<file path="src/rtl/wam_pkg.sv">
// Shared constants, FSM state type and LFSR/life helpers for the whack-a-mole hit block.
package wam_pkg;

   localparam logic [9:0] GAP_TICKS = 10'd200;
   localparam logic [9:0] LIFE_BASE = 10'd1000;
   localparam logic [9:0] LIFE_STEP = 10'd100;
   localparam logic [1:0] DB_TICKS  = 2'd3;
   localparam logic [7:0] LFSR_SEED = 8'hA5;

   typedef enum logic [1:0] {
      GAP  = 2'd0,
      SHOW = 2'd1,
      HIT  = 2'd2,
      MISS = 2'd3
   } wam_state_t;

   // Fibonacci LFSR with taps 8,6,5,4 (bits 7,5,4,3), shifting towards the MSB.
   function automatic logic [7:0] lfsr_next(input logic [7:0] v);
      return {v[6:0], v[7] ^ v[5] ^ v[4] ^ v[3]};
   endfunction

   function automatic logic [9:0] life_of(input logic [2:0] lvl);
      return LIFE_BASE - (10'(lvl) * LIFE_STEP);
   endfunction

endpackage

</file>
<file path="src/rtl/wam_dbn.sv">
// One-bit tick-based debounce filter: the output follows the input only after
// the input has differed from it for DB_TICKS consecutive ticks.
module wam_dbn
   import wam_pkg::*;
(
   input  logic clk,
   input  logic clr,
   input  logic tick,
   input  logic in,
   output logic out
);

   logic [1:0] cnt_r;
   logic       out_r;

   // Stability counter; any clk where the input agrees with the output restarts it.
   always_ff @(posedge clk or posedge clr) begin
      if (clr) begin
         cnt_r <= 2'd0;
         out_r <= 1'b0;
      end else if (in == out_r) begin
         cnt_r <= 2'd0;
      end else if (tick) begin
         if (cnt_r == DB_TICKS - 2'd1) begin
            out_r <= in;
            cnt_r <= 2'd0;
         end else begin
            cnt_r <= cnt_r + 2'd1;
         end
      end else begin
         cnt_r <= cnt_r;
      end
   end

   assign out = out_r;

endmodule

</file>
<file path="src/rtl/wam_hit.sv">
// Whack-a-mole round controller: lights one mole at a time and reports hit/miss/wrong.
// Optional button debounce is enabled by defining WAM_HIT_DEBOUNCE_EN.
module wam_hit
   import wam_pkg::*;
(
   input  logic       clk,
   input  logic       clr,
   input  logic       tick,
   input  logic [7:0] btn,
   input  logic       lvl_up,
   output logic [7:0] mole,
   output logic [7:0] hit,
   output logic       miss,
   output logic       wrong,
   output logic [2:0] level
);

   logic [7:0] btn_s1_r, btn_s2_r, btn_c_s, btn_d_r, press_s;
   logic       lvl_s1_r, lvl_s2_r, lvl_d_r;
   logic [7:0] lfsr_r;
   logic [2:0] level_r;

   wam_state_t state_r, state_s;
   logic [9:0] cnt_r, cnt_s;
   logic [9:0] life_r, life_s;
   logic [2:0] idx_r, idx_s, prev_r, prev_s, cand_s;
   logic [7:0] lit_s;
   logic [7:0] mole_r, mole_s, hit_r, hit_s;
   logic       miss_r, miss_s, wrong_r, wrong_s;

   // Two-flop synchronisers for the asynchronous inputs.
   always_ff @(posedge clk or posedge clr) begin
      if (clr) begin
         btn_s1_r <= 8'd0;
         btn_s2_r <= 8'd0;
         lvl_s1_r <= 1'b0;
         lvl_s2_r <= 1'b0;
      end else begin
         btn_s1_r <= btn;
         btn_s2_r <= btn_s1_r;
         lvl_s1_r <= lvl_up;
         lvl_s2_r <= lvl_s1_r;
      end
   end

`ifdef WAM_HIT_DEBOUNCE_EN
   for (genvar i = 0; i < 8; i++) begin : g_dbn
      wam_dbn u_dbn (
         .clk  (clk),
         .clr  (clr),
         .tick (tick),
         .in   (btn_s2_r[i]),
         .out  (btn_c_s[i])
      );
   end
`else
   assign btn_c_s = btn_s2_r;
`endif

   assign press_s = btn_c_s & ~btn_d_r;

   // Edge-detect history, LFSR and saturating hardness level.
   always_ff @(posedge clk or posedge clr) begin
      if (clr) begin
         btn_d_r <= 8'd0;
         lvl_d_r <= 1'b0;
         lfsr_r  <= LFSR_SEED;
         level_r <= 3'd0;
      end else begin
         btn_d_r <= btn_c_s;
         lvl_d_r <= lvl_s2_r;
         lfsr_r  <= lfsr_next(lfsr_r);
         if (lvl_s2_r && !lvl_d_r && (level_r != 3'd7)) begin
            level_r <= level_r + 3'd1;
         end else begin
            level_r <= level_r;
         end
      end
   end

   // Round FSM next-state and next-output logic.
   always_comb begin
      state_s = state_r;
      cnt_s   = cnt_r;
      life_s  = life_r;
      idx_s   = idx_r;
      prev_s  = prev_r;
      lit_s   = 8'd1 << idx_r;
      cand_s  = (lfsr_r[2:0] == prev_r) ? (lfsr_r[2:0] + 3'd1) : lfsr_r[2:0];
      case (state_r)
         GAP: begin
            if (tick && (cnt_r == GAP_TICKS - 10'd1)) begin
               state_s = SHOW;
               cnt_s   = 10'd0;
               idx_s   = cand_s;
               prev_s  = cand_s;
               life_s  = life_of(level_r);
            end else if (tick) begin
               cnt_s = cnt_r + 10'd1;
            end else begin
               cnt_s = cnt_r;
            end
         end
         SHOW: begin
            // A lit press outranks expiry in the same clk.
            if (|(press_s & lit_s)) begin
               state_s = HIT;
               cnt_s   = 10'd0;
            end else if (tick && (cnt_r == life_r - 10'd1)) begin
               state_s = MISS;
               cnt_s   = 10'd0;
            end else if (tick) begin
               cnt_s = cnt_r + 10'd1;
            end else begin
               cnt_s = cnt_r;
            end
         end
         HIT: begin
            state_s = GAP;
            cnt_s   = 10'd0;
         end
         MISS: begin
            state_s = GAP;
            cnt_s   = 10'd0;
         end
         default: begin
            state_s = GAP;
            cnt_s   = 10'd0;
         end
      endcase
      wrong_s = (state_r == SHOW) && (|(press_s & ~lit_s)) && (state_s != MISS);
      mole_s  = (state_s == SHOW) ? (8'd1 << idx_s) : 8'd0;
      hit_s   = (state_s == HIT)  ? (8'd1 << idx_s) : 8'd0;
      miss_s  = (state_s == MISS);
   end

   // FSM state and registered outputs.
   always_ff @(posedge clk or posedge clr) begin
      if (clr) begin
         state_r <= GAP;
         cnt_r   <= 10'd0;
         life_r  <= LIFE_BASE;
         idx_r   <= 3'd0;
         prev_r  <= 3'd0;
         mole_r  <= 8'd0;
         hit_r   <= 8'd0;
         miss_r  <= 1'b0;
         wrong_r <= 1'b0;
      end else begin
         state_r <= state_s;
         cnt_r   <= cnt_s;
         life_r  <= life_s;
         idx_r   <= idx_s;
         prev_r  <= prev_s;
         mole_r  <= mole_s;
         hit_r   <= hit_s;
         miss_r  <= miss_s;
         wrong_r <= wrong_s;
      end
   end

   assign mole  = mole_r;
   assign hit   = hit_r;
   assign miss  = miss_r;
   assign wrong = wrong_r;
   assign level = level_r;

endmodule
</file>
<file path="config.mk">
export PLATFORM = sky130hd
export DESIGN_NAME = wam_hit
export DESIGN_NICKNAME = d
export VERILOG_FILES = /design/src/rtl/wam_pkg.sv /design/src/rtl/wam_dbn.sv /design/src/rtl/wam_hit.sv
export SDC_FILE = /design/constraint.sdc
export NUM_CORES = 1
export LEC_CHECK = 0
export BUFFER_PORTS_ARGS = -buffer_cell sky130_fd_sc_hd__buf_4
export CAP_MARGIN = 10
export CELL_PAD_IN_SITES_DETAIL_PLACEMENT = 1
export CELL_PAD_IN_SITES_GLOBAL_PLACEMENT = 1
export CORE_ASPECT_RATIO = 1.1
export CORE_UTILIZATION = 40
export DETAILED_ROUTE_END_ITERATION = 12
export GPL_ROUTABILITY_DRIVEN = 0
export HOLD_SLACK_MARGIN = 0.06
export PLACE_DENSITY_LB_ADDON = 0.1
export SLEW_MARGIN = 10
export SYNTH_ARGS = -nofsm -noshare
export SYNTH_HDL_FRONTEND = slang
export SYNTH_HIERARCHICAL = 1
export SYNTH_SLANG_ARGS = --single-unit
</file>
<file path="constraint.sdc">
create_clock -name clk -period 2.3 [get_ports clk]
set_input_delay 0.115 -clock clk [delete_from_list [all_inputs] [get_ports clk]]
set_output_delay 0.115 -clock clk [all_outputs]
set_load 0.03 [all_outputs]
</file>
Word-level counts from Yosys, hierarchy flattened
Index checks and enable logic that the tools add are counted.

storage, ports and cells
  register bits after elaboration = 84
  bits of input ports = 12
  logic and storage cells = 70
  output and inout bits = 21

cells by class
  mux-type cells = 14
  multipliers = 1
  reductions and logical operators = 12
  shift operators = 2
  equal/unequal tests = 11
  bitwise logic cells = 8
  add/subtract/negate cells = 5

operators by type and width
  operator                count
  $mux 10                 4
  $pmux 10 s3             1
  $and 8x8->8             3
  $mux 8                  2
  $not 8->8               2
  $reduce_or 8->1         2
  $shl 1x3->8 const A     2
  $add 10x1->10 const B   1
  $eq 10x10->1            1
  $eq 10x8->1 const B     1
  $sub 10x1->10 const B   1
  $sub 10x10->10 const A  1
  $mux 3                  3
  $eq 2x2->1 const B      4
  $mul 3x5->8 const B     1
  $add 3x1->3 const B     2
  $logic_and 1x1->1       6
  $mux 2                  3
  $pmux 2 s3              1
  $eq 2x1->1 const B      2
  $eq 3x3->1              1
  $ne 3x3->1 const B      1
  $xor 1x1->1             3
  $logic_not 2->1         1
  4 further kinds         4

Depth between registers and ports, before layout
Gate-level depths: netlist of the first run.

  depth in word-level cells = 8
  mapped depth = 7

Least setup slack after synthesis of the first run
No wires, ideal clock.

  path type = register -> register
  start point = register life_r[3]
  end point = register miss_r (netlist: miss)
  setup slack = 0.059 ns
  arrival time = 2.175 ns
  path buffers = 0
  stages on the path, launching flop included = 8
  setup time = 0.067 ns
  cells stage by stage = dfstp_2 inv_1 ha_1 nor2b_1 or3_1 a31o_2 nor4_4 o2bb2a_1

between the ends
  longest elaborated chain between the ends = 7

ends and longest elaborated chain
  item                      RTL line        RTL
  start: declaration        wam_hit.sv:25   logic [9:0] life_r, life_s;
  start signal: assignment  wam_hit.sv:152  life_r <= life_s;
  $sub 10x1->10             wam_hit.sv:109  end else if (tick && (cnt_r == life_r - 10'd1)) begin
  $eq 10x10->1              wam_hit.sv:109
  $logic_and 1x1->1         wam_hit.sv:109
  $mux 2                    wam_hit.sv:109
  $mux 2                    wam_hit.sv:106  if (|(press_s & lit_s)) begin
  $pmux 2 s3                wam_hit.sv:90   case (state_r)
  $eq 2x2->1                wam_hit.sv:134  miss_s = (state_s == MISS);
  named net miss_s          wam_hit.sv:29   logic miss_r, miss_s, wrong_r, wrong_s;
  end signal: assignment    wam_hit.sv:157  miss_r <= miss_s;
  end: declaration          wam_hit.sv:29

The timed path passes the listed nets, and every way through them passes these cells.
A chain may end at the register's enable or synchronous reset.

Worst setup path in the final report of the first run
  start point = register life_r[3]
  end point = register mole_r[7] (netlist: mole[7])

between the ends
  longest elaborated chain between the ends = 8

ends and longest elaborated chain
  item                    RTL line        RTL
  $sub 10x1->10           wam_hit.sv:109
  $eq 10x10->1            wam_hit.sv:109
  $logic_and 1x1->1       wam_hit.sv:109
  $mux 2                  wam_hit.sv:109
  $mux 2                  wam_hit.sv:106
  $pmux 2 s3              wam_hit.sv:90
  $eq 2x1->1              wam_hit.sv:132  mole_s = (state_s == SHOW) ? (8'd1 << idx_s) : 8'd0;
  $mux 8                  wam_hit.sv:132
  named net mole_s[7]     wam_hit.sv:28   logic [7:0] mole_r, mole_s, hit_r, hit_s;
  end signal: assignment  wam_hit.sv:155  mole_r <= mole_s;
  end: declaration        wam_hit.sv:28

The timed path passes the listed nets, and every way through them passes these cells.

==> results of run 1 <==
timing repair:
| action | in CTS | in global routing |
|---|---|---|
| hold endpoints to repair | 45 | 0 |
| setup endpoints to repair | 0 | 19 |
| gates resized for setup | 0 | 4 |
| hold buffers | 11 | 0 |
| buffers inserted | 0 | 1 |
layout make-up:
| type | count | area, µm² |
|---|---|---|
| timing repair buffer | 64 | 526 |
| clock inverter | 7 | 91.3 |
| tap | 114 | 143 |
| sequential | 82 | 2060 |
| fill | 1005 | 4340 |
| multi-input combinational | 213 | 1500 |
| inverter | 10 | 38.8 |
| clock buffer | 9 | 124 |
cells by family after synthesis:
family	Yosys count	share of synthesized area
and+or+nand+nor	122	0.190
xor gates and xnor gates	29	0.0700
muxes	6	0.0242
AOI/OAI and AO/OA	44	0.0842
buffers and inverters	16	0.0207
DFF	82	0.569
adders and majority gates	12	0.0414
Yosys cell counts (all sizes together) (5+ instances only):
master,instances,area share
dfstp,10,0.072
nand2b,14,0.024
xor2,16,0.039
nor2b,6,0.010
dfrtp,72,0.50
ha,12,0.041
inv,10,0.010
nor3,30,0.045
a21oi,5,0.0079
nand2,19,0.020
nor2,22,0.023
xnor2,13,0.031
nor4,5,0.019
o21ai,11,0.015
power by group:
group          internal [W]  switching [W]  total (W)
Clock              0.000609       0.000518    0.00113
Sequential          0.00155       0.000101    0.00165
Combinational      0.000393       0.000481   0.000874
Total               0.00255        0.00110    0.00365
state kept, by name, summed over array words and instances (netlist names), 2 cells and up:
signal	count
btn_c_s	8
btn_d_r	8
btn_s1_r	8
cnt_r	10
hit	8
idx_r	3
level	3
lfsr_r	8
life_r	8
mole	8
prev_r	3
state_r	2
worst max-delay path: stages, from the launching register on:
cell      delay [ns]
dfstp_2         0.55
inv_1           0.05
ha_1            0.32
xnor2_1         0.14
nor3_1          0.19
nand4b_1        0.13
buf_4           0.17
nor4_4          0.28
buf_2           0.21
nor3_1          0.06
routing by layer:
layer / share of wire / GRT usage / up-vias / wire [µm]
li1: - / - / 1229 / -
met1: 0.44 / 0.227 / 1285 / 3410
met2: 0.51 / 0.307 / 35 / 3980
met3: 0.029 / 0.0342 / 14 / 223
met4: 0.025 / 0.0923 / 0 / 197
met5: 0 / 0 / - / 0
worst max path at each step:
stage | start | endpoint | depth (start not counted)
2_1_floorplan | life_r[3] | miss | 7
3_3_place_gp | life_r[3] | mole[5] | 8
3_5_place_dp | life_r[3] | mole[5] | 8
4_1_cts | life_r[3] | mole[5] | 8
5_1_grt | life_r[3] | state_r[1] | 9
6_report | life_r[3] | mole[7] | 9
metrics by stage:
| stage | total power (W) | cells | setup WS, ns |
|---|---|---|---|
| after global placement | 0.00252 | 470 | 0.0441 |
| after floorplan | 0.00228 | 311 | 0.0585 |
| after detailed placement | 0.00254 | 470 | 0.0548 |
| after global routing | 0.00387 | 499 | -0.0568 |
| after CTS | 0.00370 | 497 | 0.0304 |
| final | 0.00365 | 499 | 0.0710 |
==> flow_summary.yaml, run 1 <==
outcome:
  status: "finished clean"
sta:
  period_needed_ns: 2.23
  worst_hold_slack_ns: 0.354
  hold_viol: 0
  setup_viol: 0
  fin_skew_ns: 0.00732
  fmax_mhz: 449
  period_share: 0.969
  finalSetupTns_ns: 0
  maxSlewViolCount: 0
  tightest_slew_ns: 0.680
  relSlewSlack: 0.546
worst_hold_path:
  hold_end: "btn_c_s[5]"
  holdPathStages: 0
  hold_path_class: "flop to flop"
  holdCritStartpoint: "btn_s1_r[5]"
global_routing:
  grt_pass1_vias: 2645
  overflow: 0
  grt_max_degree: 41
  grt_pass1_wl_um: 12900
  grt_use_total: 0.183
  antenna_found_initial: 0
synthesis:
  synth_edf_count: 0
  ys_ff_latch: 82
  syn-mean-instance-area_um2: 11.7
  seq_area_frac_synth: 0.569
  syn_nets: 335
  synth_area_mm2: 0.00363
  yosysUniqueCellTypes: 53
  synth.yosys.warnings: 6
  synthArstFlopShare: 1.00
  synth_ff_type: "dfrtp_1"
  synthCells: 311
clocking:
  cts_made_buffers: 9
  clock_latency_ns: 0.36
  cts_sinks: 82
  htree_num_levels: 3
  clockBufferDepth: 2
  clk_pin_slew_ns: 0.08
  root_buffer: "clkbuf_8"
  cts_tree: "yes"
placement:
  numPortBuffers: 32
  hpwlAfterDp_um: 5630
  place_area_mm2: 0.00413
worst_setup_path:
  endpoint_kind: "flop"
  cp-start-kind: "flop"
  reg2reg_depth: 9
  r2r-end: "mole[7]"
  cp.arrival_ns: 2.46
  worstSetupPathType: "flop to flop"
  cp.required_ns: 2.53
  rrSetupSlack_ns: 0.07
  cp_max_fo: 4
  timing.rr.start: "life_r[3]"
run:
  max_cap_viol_count: 0
cells_and_area:
  fin_area_mm2: 0.00449
  antennaDiodeCount: 0
  nets: 404
  final_cell_mix: "dfrtp_1 (72), buf_4 (49), nor3_1 (29)"
  areaGrowthSynthToFinish_pct: 23.7
  final_common_cell: "dfrtp_1"
  drive_gt1_frac: 0.257
  post-route-util: 0.508
floorplanning:
  dieArea_mm2: 0.00945
  die_x_um: 92.8
  pin_count: 33
  placementRows: 36
  start_util: 0.411
  coreArea_mm2: 0.00883
  die_h_um: 102
routing:
  wirelength_um: 7810
  drt_iter0_markers: 57
  drcViolationCount: 0
  wl_per_cell_um: 15.6
  dr.pass1.iters: 4
  dr_total_vias: 2563
  vias_per_cell: 5.14
  ant_nets: 0
power:
  p_per_area_mw_per_mm2: 814
  leakagePower_nw: 2.09
  vdd.ir_drop.worst_mv: 0.654
(Power assumes the default switching activity.)
==> inputs of run 2 (changes only) <==
--- a/config.mk
+++ b/config.mk
@@ -11,8 +11,10 @@
 export CELL_PAD_IN_SITES_GLOBAL_PLACEMENT = 1
 export CORE_ASPECT_RATIO = 1.1
+export CORE_MARGIN = 2
 export CORE_UTILIZATION = 40
 export DETAILED_ROUTE_END_ITERATION = 12
 export GPL_ROUTABILITY_DRIVEN = 0
 export HOLD_SLACK_MARGIN = 0.06
+export MAX_ROUTING_LAYER = met4
 export PLACE_DENSITY_LB_ADDON = 0.1
 export SLEW_MARGIN = 10
==> constraint.sdc (replaced) <==
create_clock -name clk -period 2.3 [get_ports clk]
set_input_delay 0 -clock clk [delete_from_list [all_inputs] [get_ports clk]]
set_output_delay 0 -clock clk [all_outputs]
set_load 0.03 [all_outputs]
==> run 2 against run 1 <==
Maximum frequency rose by 1.4%. Clock-buffer cell count did not move. Critical path depth is 2 lower. Sequential cell count did not move. Cell area fell by 1.2%. Setup slack better by 0.031 ns. Clock skew increased by 0.0013 ns.
==> flow_summary.yaml, run 2 (same netlist as run 1, synthesis figures left out) <==
worst_setup_path:
  crit_buf_inv: 2
  cp-start-kind: "flop"
  worstSetupPathType: "flop to flop"
  endpoint_kind: "flop"
  critPathTopFamily: "simple AND/OR/NAND/NOR gates"
  path_cells: "nor4_1 -> buf_4 -> and3_1 -> o22ai_1 -> nor4_4 -> buf_4 -> nor3_1"
  cp.required_ns: 2.56
  cp_slowest_stage_delay_ns: 0.49
  cp.arrival_ns: 2.45
  reg2reg_depth: 7
  timing.rr.start: "life_r[4]"
  cp_num_cells: 7
  cpMaxStageDelayCell: "nor4_1"
  crit_start: "life_r[4]"
  cp_max_fo: 8
  worst_path_most_repeated_cell: "buf_4"
floorplanning:
  dieArea_mm2: 0.00984
  die_h_um: 104
  die_x_um: 94.8
  coreArea_mm2: 0.00883
  pin_count: 33
  start_util: 0.411
  placementRows: 36
sta:
  fin_skew_ns: 0.00863
  worst_slack_ns: 0.102
  finalSetupTns_ns: 0
  maxSlewViolCount: 0
  period_share: 0.956
  worst_hold_slack_ns: 0.254
  hold_viol: 0
  relSlewSlack: 0.574
  period_needed_ns: 2.20
  setup_viol: 0
  tightest_slew_ns: 0.639
  fmax_mhz: 455
global_routing:
  grt_max_degree: 41
  grt_use_total: 0.179
  grt_pass1_wl_um: 13000
  overflow: 0
  antenna_found_initial: 0
  grt_pass1_vias: 2665
power:
  vdd.ir_drop.worst_mv: 0.608
  leakagePower_nw: 2.06
  p_per_area_mw_per_mm2: 786
  sw_frac_of_total: 0.331
  p_sw_w: 0.00115
  comb_power_share: 0.234
  clkPwrFrac: 0.283
  seqPwrFrac: 0.482
  p_int_w: 0.00233
cells_and_area:
  fin_cells: 498
  largest_reg_flops: 10
  regMostFlops: "cnt_r"
  final_common_cell: "dfrtp_1"
  final_cell_mix: "dfrtp_1 (72), buf_4 (50), nor3_1 (29)"
  nets: 403
  antennaDiodeCount: 0
  post-route-util: 0.502
  areaGrowthSynthToFinish_pct: 22.3
  drive_gt1_frac: 0.253
clocking:
  clock_latency_ns: 0.36
  cts_tree: "yes"
  clockBufferDepth: 2
  cts_made_buffers: 9
  root_buffer: "clkbuf_8"
  cts_sinks: 82
  htree_num_levels: 3
  clk_pin_slew_ns: 0.09
placement:
  dp.cells: 469
  hpwlAfterDp_um: 5910
  numPortBuffers: 32
  dp_worst_setup_slack_ns: 0.0546
routing:
  drcViolationCount: 0
  dr_total_vias: 2540
  vias_per_cell: 5.10
  ant_nets: 0
  wirelength_um: 7990
  wl_per_cell_um: 16.0
  drt_iter0_markers: 47
  dr.pass1.iters: 4
run:
  max_cap_viol_count: 0
outcome:
  status: "finished clean"
worst_hold_path:
  hold_path_class: "primary input to async pin"
[run 2: cell types whose count changed in the layout (fill, tap and decap cells not counted)]
cell / delta
inv_8: +1
clkinvlp_4: +1
clkinv_4: +2
inv_6: +1
buf_12: -1
bufinv_16: -2
nor4_1: +1
buf_2: -1
nor4_2: -1
clkinv_2: -3
buf_4: +1
[run 2: path summary, 6_finish.rpt]
| path | endpoint | slack (ns) |
|---|---|---|
| max | cnt_r[1] | 0.10 |
| min | mole[4] | 0.25 |
| max reg2reg | cnt_r[1] | 0.10 |
| min reg2reg | btn_c_s[5] | 0.36 |
| max in group asynchronous | life_r[8] | 1.27 |
| min in group clk | btn_s1_r[7] | 0.28 |
[run 2: power by group through the flow]
| stage | clock network (W) | registers (W) | logic, W |
|---|---|---|---|
| 3_3_place_gp | 0 | 0.00171 | 0.000789 |
| 6_report | 0.000987 | 0.00168 | 0.000816 |
| 5_1_grt | 0.00108 | 0.00171 | 0.000923 |
| 4_1_cts | 0.00101 | 0.00169 | 0.000831 |
| 3_5_place_dp | 0 | 0.00171 | 0.000813 |
| 2_1_floorplan | 0 | 0.00173 | 0.000556 |
[run 2: what timing repair did]
item	4_1_cts	5_1_grt
setup buffers	0	1
setup endpoints to repair	0	19
hold buffers	11	0
gates resized for setup	0	4
endpoints found under the hold margin	48	0
[run 2: cell type report]
cell class | instances | area (µm²)
Clock inverter | 7 | 61.3
Clock buffer | 9 | 124
Multi-Input combinational cell | 213 | 1490
Inverter | 10 | 38.8
Timing Repair Buffer | 63 | 508
Sequential cell | 82 | 2060
Tap cell | 114 | 143
Fill cell | 982 | 4400
[run 2: worst min-delay path, delay by kind of cell]
kind     cells  cell delay [ns]
buf+inv      3             1.09
[run 2: layer usage]
layer | wire length [µm] | vias up | GRT usage
met2 | 4300 | 32 | 0.308
li1 | - | 1222 | -
met4 | 116 | 0 | 0.0559
met3 | 230 | 12 | 0.0391
met5 | 0 | - | -
met1 | 3340 | 1274 | 0.206
[run 2: through the flow]
| stage | instance area (µm²) | total power (W) |
|---|---|---|
| after floorplan | 3630 | 0.00228 |
| after CTS | 4400 | 0.00353 |
| after global placement | 4110 | 0.00250 |
| after global routing | 4430 | 0.00371 |
| after detailed placement | 4110 | 0.00252 |
| final | 4430 | 0.00348 |
